$ cat src/rtl/bus_arbiter.sv
// Two-master bus arbiter in front of a z80: requests the bus with BUSREQ_L,
// grants one external master at a time once BUSACK_L is seen, and returns the
// bus for a minimum cool-down between external tenures.
// Ports: clk, rst_L (async, active-low); req_L[1:0] master requests (active-low);
//        gnt_L[1:0] master grants (active-low); BUSREQ_L/BUSACK_L z80 handshake;
//        owner = current/last granted master; ext_active = a grant is asserted.
module bus_arbiter #(
  parameter int HOLD_MAX = 16,
  parameter int CPU_MIN  = 4
) (
  input  logic       clk,
  input  logic       rst_L,
  input  logic [1:0] req_L,
  output logic [1:0] gnt_L,
  output logic       BUSREQ_L,
  input  logic       BUSACK_L,
  output logic       owner,
  output logic       ext_active
);

  localparam int HW = (HOLD_MAX > 0) ? $clog2(HOLD_MAX + 1) : 1;
  localparam int CW = (CPU_MIN  > 0) ? $clog2(CPU_MIN  + 1) : 1;

  typedef enum logic [2:0] {
    IDLE,
    REQ,
    GRANT,
    RELEASE,
    RETURN,
    COOL
  } state_t;

  state_t          state, state_n;
  logic            owner_n;
  logic            last_owner, last_owner_n;
  logic [HW-1:0]   hold, hold_n;
  logic [CW-1:0]   cool, cool_n;
  logic [1:0]      gnt_n;
  logic            busreq_n;

  always_comb begin
    state_n      = state;
    owner_n      = owner;
    last_owner_n = last_owner;
    hold_n       = hold;
    cool_n       = cool;

    case (state)
      IDLE: begin
        if (req_L != 2'b11 && cool == '0) begin
          state_n = REQ;
          // Both requesting: round-robin away from the last released master.
          if (req_L == 2'b00) owner_n = ~last_owner;
          else                owner_n = req_L[0];
        end
      end
      REQ: begin
        if (!BUSACK_L) begin
          state_n = GRANT;
          hold_n  = '0;
        end else if (req_L[owner]) begin
          state_n = RETURN;
        end
      end
      GRANT: begin
        if (hold != HW'(HOLD_MAX)) hold_n = hold + 1'b1;
        if (BUSACK_L)
          state_n = RETURN;
        else if (req_L[owner])
          state_n = RELEASE;
        else if (hold == HW'(HOLD_MAX - 1) && !req_L[~owner])
          state_n = RELEASE;
      end
      RELEASE: begin
        last_owner_n = owner;
        state_n      = RETURN;
      end
      RETURN: begin
        if (BUSACK_L) begin
          state_n = COOL;
          cool_n  = CW'(CPU_MIN);
        end
      end
      COOL: begin
        if (cool <= CW'(1)) begin
          cool_n  = '0;
          state_n = IDLE;
        end else begin
          cool_n = cool - 1'b1;
        end
      end
      default: state_n = IDLE;
    endcase

    // Outputs are decoded from the next state so they can be registered
    // without adding a cycle of latency.
    busreq_n = !(state_n == REQ || state_n == GRANT || state_n == RELEASE);
    gnt_n    = '1;
    if (state_n == GRANT) gnt_n[owner_n] = 1'b0;
  end

  always_ff @(posedge clk or negedge rst_L) begin
    if (!rst_L) begin
      state      <= IDLE;
      owner      <= 1'b0;
      last_owner <= 1'b1;
      hold       <= '0;
      cool       <= '0;
      gnt_L      <= '1;
      BUSREQ_L   <= 1'b1;
    end else begin
      state      <= state_n;
      owner      <= owner_n;
      last_owner <= last_owner_n;
      hold       <= hold_n;
      cool       <= cool_n;
      gnt_L      <= gnt_n;
      BUSREQ_L   <= busreq_n;
    end
  end

  assign ext_active = (gnt_L != 2'b11);

endmodule

$ cat config.mk
export PLATFORM = sky130hd
export DESIGN_NAME = bus_arbiter
export DESIGN_NICKNAME = d
export VERILOG_FILES = /design/src/rtl/bus_arbiter.sv
export SDC_FILE = /design/constraint.sdc
export NUM_CORES = 1
export LEC_CHECK = 0
export ABC_AREA = 1
export CORE_MARGIN = 1
export CORE_UTILIZATION = 59
export DETAILED_ROUTE_END_ITERATION = 10
export PLACE_DENSITY = 0.93
export SKIP_CTS_REPAIR_TIMING = 1
export SLEW_MARGIN = 15
export SYNTH_ARGS = -nofsm -noshare
export SYNTH_HDL_FRONTEND = slang
export SYNTH_SLANG_ARGS = --single-unit
$ cat constraint.sdc
create_clock -name clk -period 4 [get_ports clk]
set_input_delay 0.6 -clock clk [delete_from_list [all_inputs] [get_ports clk]]
set_output_delay 0.6 -clock clk [all_outputs]
set_load 0.01 [all_outputs]
Word-level counts from Yosys, hierarchy flattened

Index checks and enable logic that the tools add are counted.

Bits in latches: 0
Memories kept: 0
RAM bits: 0
ROM bits: 0
Output and inout bits: 5
Input bits: 5
Bits in registers: 16
Logic and storage cells: 71

Divide/modulo/power cells: 0
Add/sub/neg operators: 2
Equality and inequality tests: 15
Reductions and logical operators: 14
Mux-type cells: 25
Shifts and indexed selects: 0
$mul: 0
Bitwise operators: 3
Magnitude comparators: 5

Operator list:

| cell                  | number |
|---|---|
| $mux W3               | 10 |
| $pmux W3 S6           | 1 |
| $eq A3 B2 Y1 const B  | 4 |
| $mux W5               | 2 |
| $ne A2 B2 Y1 const B  | 5 |
| $pmux W5 S2           | 1 |
| $mux W1               | 8 |
| $eq A3 B1 Y1 const B  | 2 |
| $eq A3 B3 Y1 const B  | 2 |
| $logic_not A3 Y1      | 2 |
| $lt A1 B2 Y1 const B  | 3 |
| $pmux W3 S2           | 1 |
| $add A5 B1 Y5 const B | 1 |
| $eq A5 B4 Y1 const B  | 1 |
| $ne A5 B5 Y1 const B  | 1 |
| $reduce_bool A2 Y1    | 2 |
| $le A3 B1 Y1 const B  | 1 |
| $logic_and A1 B1 Y1   | 3 |
| $reduce_and A3 Y1     | 1 |
| $sub A3 B1 Y3 const B | 1 |
| $logic_not A1 Y1      | 2 |
| $logic_not A2 Y1      | 1 |
| $logic_or A1 B1 Y1    | 2 |
| $mux W2               | 1 |
| 5 further kinds       | 6 |

Logic depth before layout (Yosys ltp)

Word-level depth: 13
Depth in mapped cells: 9

Worst setup path before layout

Ideal clock, no wire load.

Path kind: reg2reg
Start point: register hold[0]
End point: register state[0]
Path buffers: 0
Arrival: 1250 ps
Stages on the path, launching flop included: 9
Path slack: 2625 ps
Path through: dfrtp_1 ha_1 nand2_1 nor2_1 ha_1 nand3_1 a21oi_1 nor2_2 nand2_1

Word-level cells in the longest chain between the ends: 6

Ends and longest elaborated chain:

| item                   | RTL line | text |
|---|---|---|
| from (decl)            | 36       | `logic [HW-1:0] hold, hold_n;` |
| from (signal assigned) | 115      | `hold <= hold_n;` |
| $eq A5 B4 Y1           | 71       | `else if (hold == HW'(HOLD_MAX - 1) && !req_L[~owner])` |
| $logic_and A1 B1 Y1    | 71       |  |
| $mux W3                | 71       |  |
| $mux W3                | 69       | `else if (req_L[owner])` |
| $mux W3                | 67       | `if (BUSACK_L)` |
| $pmux W3 S6            | 48       | `case (state)` |
| via state_n[0]         | 33       | `state_t state, state_n;` |
| to (signal assigned)   | 112      | `state <= state_n;` |
| to (decl)              | 33       |  |

The timed path passes the listed nets, and every way through them passes these cells.
A chain may end at the register's enable or synchronous reset.

Final worst setup path

Start point: register gnt_L[1]
End point: output gnt_L[1]

RTL lines:

| item                   | RTL line | text |
|---|---|---|
| from (decl)            | 14       | `output logic [1:0] gnt_L,` |
| from (signal assigned) | 117      | `gnt_L <= gnt_n;` |

No word-level cell between the ends.

==> metrics.txt <==
max_cap viols=0; setup_tns=0 ps; period utilisation layout=0.493; dpl hpwl=around 1.6 mm; wire length on met1=929 um; sequential fraction of the synthesis area=0.405; layout cells sized above 1=0.159; clk_skew=roughly 0.46 ps; Net Count, Synth=between 100 and 150; DIE AREA=1870 um2; final wirelength=between 2 and 2.5 mm; cell family with most CP delay=flip-flops; P_int=~400 uW; Final Non-Filler Cells=154; HP Class=flip-flop to flip-flop; Num CTS Buffers=3; dpl ws=about 2100 ps; Rows=14; CP bufs+invs=1; Ports=10; fmax=around 0.51 GHz; top layer in use=met4; clk slew on worst S/H paths=90 ps; final worst slack=slightly above 2000 ps; Seq pwr share=0.396; largest net degree at the start of global routing=17; metal3 WL=83 um; Clock Tree Root=clkbuf_4; GPL Wtd Cong=around 0.81; Detailed Route Iter0 Violations=40; # clock sinks=16; Unique masters post-synth=24; CP max stage cell=dfstp_2; via count=around 850; Critical Path Start Type=flip-flop; power share of the combinational group=0.483; CTS tree=done; number of routed nets with antenna violations=0; clk_lat worst skew=between 200 and 300 ps; Max-slew headroom=0.522; peak supply drop=0.428 mV; utilization after layout=0.735; # diodes=0; Fillers=around 120; Final Max Tran Viols=0; overall routing resource usage=0.257; Synth Cell Area=~1000 um2; # nets final=around 150; pwr dens=~630 nW/um2; TritonRoute pass-1 iters=4; Die X=around 43 um; CP Data Arrival Time=about 1400 ps; Gate Count Post-Synth=between 100 and 150; critical path type=flip-flop to output pin; Static Leak=between 0.5 and 0.6 nW; commonest non-fill, non-tap cell in the layout=nand2_1; RSZ-0062 raised after global routing=false; H-tree levels=1; final setup fails=0; Period minus WS final=approximately 2000 ps; clock share of power=0.121; Initial Util=0.649; leading post-synthesis cells by cell area=dfrtp_1 (30%), nand2_1 (11%), dfstp_2 (11%), inv_1 (7.9%), ha_1 (7.5%); Worst Tran Pin Value=715 ps; CORE AREA=1540 um2; GR Overflow Total=0; CP peak stage delay=~550 ps; Net Sw Frac=0.445; area growth from synthesis to layout=13.3%; DRC viols=0; Synth top area share=0.300; synthesized area per cell=7.94 um2; WL per Instance=around 14 um; synthesized flop and latch total=16; first-pass GRT wire length=3.51 mm; Worst Setup End Kind=output pin; Via density=around 5.5; Inst Count DP=151; status=complete, no violations; Buffers on Ports=9; final-report hold violation count=0; Ys Warns=0; vias in the first global route=between 800 and 900; CP required=3400 ps; CP Max Fanout=2; largest area contributor in the netlist=dfrtp_1; crit-path cells=clkdlybuf4s50_1; Hold WS=~500 ps; P_sw=between 300 and 400 uW; met2 WL=1.05 mm; clk buf depth=2; Die Height=43.2 um; antenna violations before repair=0; commonest non-fill, non-tap cells in the layout=nand2_1 (29), inv_1 (21), dfrtp_1 (12)
[routing by layer]
layer / track usage / vias to the layer above
met5: 0 / -
met4: 0.0970 / 0
met3: 0.0383 / 5
met2: 0.439 / 21
met1: 0.323 / 395
li1: - / 431
[area by class of cell]
type / count / area (um2) / area share
multi-input combinational: 88 / 513 / 0.453
tap: 16 / 20.0 / 0.0177
sequential: 16 / 405 / 0.358
inverter: 22 / 82.6 / 0.0728
timing repair buffer: 9 / 90.1 / 0.0795
clock buffer: 3 / 22.5 / 0.0199
[logic make-up (layout without fill, tap and decap cells)]
group,count (synthesis),in the layout,synth area share
AND/OR/NAND/NOR,65,65,0.319
buffers and inverters,22,34,0.0825
flip-flops,16,16,0.405
AO/OA/AOI/OAI,15,15,0.100
adder cells (fa/ha/maj),6,6,0.0750
XOR/XNOR,1,1,0.00875
multiplexers,1,1,0.0100
[worst min-delay path, cell delays in order (launching register included)]
cell and delay (ps):
dfstp_2 380, nand2_1 50, o21ai_0 70
[synth_stat cells, drive strengths merged]
master	n
a21boi	1
a21oi	4
dfrtp	12
dfstp	4
ha	6
inv	22
mux2i	1
nand2	33
nand3	13
nand3b	1
nand4	5
nor2	12
nor3	1
o21ai	8
o22ai	1
o31ai	1
xnor2	1
[stage by stage]
| step | power, mW | cell area, um2 |
|---|---|---|
| final | 0.712 | 1130 |
| after global routing | 0.771 | 1130 |
| after detailed placement | 0.623 | 1110 |
| after global placement | 0.602 | 1110 |
| after floorplan | 0.521 | 1000 |
| after CTS | 0.711 | 1130 |
[registers in the layout (all words and copies together), names as in the netlist]
signal and cells:
state 3, BUSREQ_L 1, last_owner 1, cool 3
hold 5, owner 1, gnt_L 2
[power by group through the flow]
stage	registers [mW]	logic [mW]	clock network, mW
4_1_cts	0.280	0.344	0.0872
5_1_grt	0.289	0.390	0.0926
6_report	0.282	0.344	0.0864
3_3_place_gp	0.279	0.323	0
2_1_floorplan	0.277	0.244	0
3_5_place_dp	0.282	0.341	0
[path summary, 6_finish.rpt]
path	to	slack, ps	cells past startpoint	startpoint
worst min register to register	last_owner$_DFFE_PN1P_	500	2	last_owner$_DFFE_PN1P_
max in group asynchronous	cool[2]$_DFFE_PN0P_	2820	1	rst_L
worst min-delay path	last_owner$_DFFE_PN1P_	500	2	last_owner$_DFFE_PN1P_
worst max register to register	state[2]$_DFF_PN0_	2420	9	hold[0]$_DFFE_PN0P_
worst max-delay path	gnt_L[1]	2030	1	gnt_L[1]$_DFF_PN1_
min in group asynchronous	hold[2]$_DFFE_PN0P_	730	1	rst_L
Note: power is estimated with default switching activity, not from simulation.
==> edit: new RTL, config.mk and constraints unchanged <==
`HOLD_MAX`: 16 -> 32.
--- a/src/rtl/bus_arbiter.sv
+++ b/src/rtl/bus_arbiter.sv
@@ -5,7 +5,7 @@
 //        gnt_L[1:0] master grants (active-low); BUSREQ_L/BUSACK_L z80 handshake;
 //        owner = current/last granted master; ext_active = a grant is asserted.
 module bus_arbiter #(
-  parameter int HOLD_MAX = 16,
+  parameter int HOLD_MAX = 32,
   parameter int CPU_MIN  = 4
 ) (
   input  logic       clk,
Function: no difference found for any inputs over 10 cycles, from zero or initial values and one cycle with rst_L low; that may be too few to reach the edited logic, so the function may still have changed.
==> edit against the unedited design <==
- wire length rose by 7.3%
- design area up 5.5%
- power fell by 0.12%
- sequential cell count rose by 1
- area after synthesis increased by 5.9%
- setup slack better by 0.0098 ns
- first-iteration DRC count increased by 35%
- register-to-register slack improved by 0.02 ns
==> edit: results (changes against the unedited design) <==
status: "completed"  # unchanged
layout.cells.non_filler: 180  # was 154
final.fill_count: 118  # was 117
gp_congestion: 0.840  # was 0.810
ctsRootBufferMaster: "clkbuf_4"  # unchanged
grt_pass1_wl_um: 3740  # was 3510 um
ys_top_cells_by_area: "dfrtp_1, nand2_1, dfstp_2, inv_1, nand3_1"  # was dfrtp_1, nand2_1, dfstp_2, inv_1, ha_1
max_stage_delay_ns: 0.54
synth_common_cells: "nand2_1, inv_1, nor2_1, nand3_1, dfrtp_1"  # was nand2_1, inv_1, dfrtp_1, nand3_1, nor2_1
port_buffers: 9  # unchanged
hp-start: "last_owner$_DFFE_PN1P_"  # unchanged
arrival_ns: 1.36
crit_type: "reg2out"  # unchanged
vias_per_cell: 5.46  # was 5.53
synth_fp_nets: 154  # was 137
yosysWarningCount: 0  # unchanged
cts_buffers: 3  # unchanged
synthArstFlopShare: 1.00  # unchanged
worst_pin_slew_ns: 0.722  # was 0.715 ns
r2r_start: "hold[0]$_DFFE_PN0P_"  # unchanged
htreeDepth: 1  # unchanged
dr.pass1.iters: 4  # unchanged
hold_class: "reg2reg"  # unchanged
leakagePower_nw: 0.606  # was 0.571 nW
dp_hpwl_um: 1720  # was 1610 um
first_iter_violations: 54  # was 40
clk_pin_slew_ns: 0.10
antennaDiodeCount: 0  # unchanged
cp_max_fo: 2  # unchanged
final_nets: 167  # was 151
finClkSkew_ns: 0.0101  # was 0.000457 ns
synth-adder-area-share: 0.0590  # was 0.0750
synth_xor_area_frac: 0.0165  # was 0.00875
grt_pass1_vias: 897  # was 834
synth_compound_area_frac: 0.0968  # was 0.100
worstSkewPairLatency_ns: 0.29  # about the same
synth_edf_count: 0  # unchanged
synthMuxAreaShare: 0.00945  # was 0.0100
ys_types: 18  # was 24
clockBufferDepth: 2  # unchanged
cp-startpoint: "gnt_L[1]$_DFF_PN1_"  # unchanged
routed_wl_um: 2250  # was 2100 um
layout-drive-gt1-share: 0.0705  # was 0.159
syn_avg_cell_area_um2: 7.36  # was 7.94 um^2
vdd_drop_max_mv: 0.354  # was 0.428 mV
synthFlopType: "dfrtp_1"  # unchanged
grt_max_degree: 18  # was 17
antenna_found_initial: 0  # unchanged
ys_seq_area_frac: 0.406  # was 0.405
slowest_stage: "dfstp_2"  # unchanged
path_delay_family: "flip-flops"  # unchanged
track_usage: 0.272  # was 0.257
reg_top3: "hold: 6 flops, cool: 3 flops, state: 3 flops"  # was hold: 5 flops, cool: 3 flops, state: 3 flops
## edit: changes by cell type after synthesis, sizes merged, moves of 2 or more
cell / delta
inv: +5
nand3: +2
nand2: +2
nor2: +5
o21ai: +4
## edit: kinds of logic after synthesis
family          count (synthesis)
buf+inv                        28
flops                          17
xor+xnor                        2
simple gates                   74
mux                             1
compound gates                 17
fa+ha+maj                       5
## edit: report_power, final
| part | total (mW) | switching [mW] | internal, mW |
|---|---|---|---|
| Clock | 0.0895 | 0.0522 | 0.0373 |
| Sequential | 0.285 | 0.0543 | 0.230 |
| Combinational | 0.337 | 0.207 | 0.130 |
## edit: worst paths after layout
kind	depth (start not counted)	to	slack (ns)
setup / recovery	1	gnt_L[1]	2.04
hold / removal	2	last_owner$_DFFE_PN1P_	0.56
setup reg to reg	8	state[2]$_DFF_PN0_	2.44
hold reg to reg	2	last_owner$_DFFE_PN1P_	0.56
max in group asynchronous	1	hold[5]$_DFFE_PN0P_	2.81
min in group asynchronous	1	hold[2]$_DFFE_PN0P_	0.72
## edit: area by class of cell
type,instances,area (um^2),area share
multi-input combinational,99,517,0.432
sequential,17,430,0.360
inverter,27,101,0.0847
timing repair buffer,9,90.1,0.0753
tap,24,30.0,0.0251
clock buffer,3,22.5,0.0188
clock inverter,1,5.00,0.00418
## edit: stage by stage
step / cell area (um^2) / setup slack [ns]
detailed placement: 1170 / 2.07
global placement: 1170 / 2.16
global route: 1200 / 2.00
floorplan: 1060 / 2.76
CTS: 1200 / 2.03
finish: 1200 / 2.04
## edit: layer usage
layer / track usage / up-vias / part of all wire
met5: 0 / - / 0
met4: 0.139 / 0 / 0.024
met3: 0.0857 / 6 / 0.051
met2: 0.459 / 32 / 0.49
met1: 0.308 / 462 / 0.43
li1: - / 482 / -
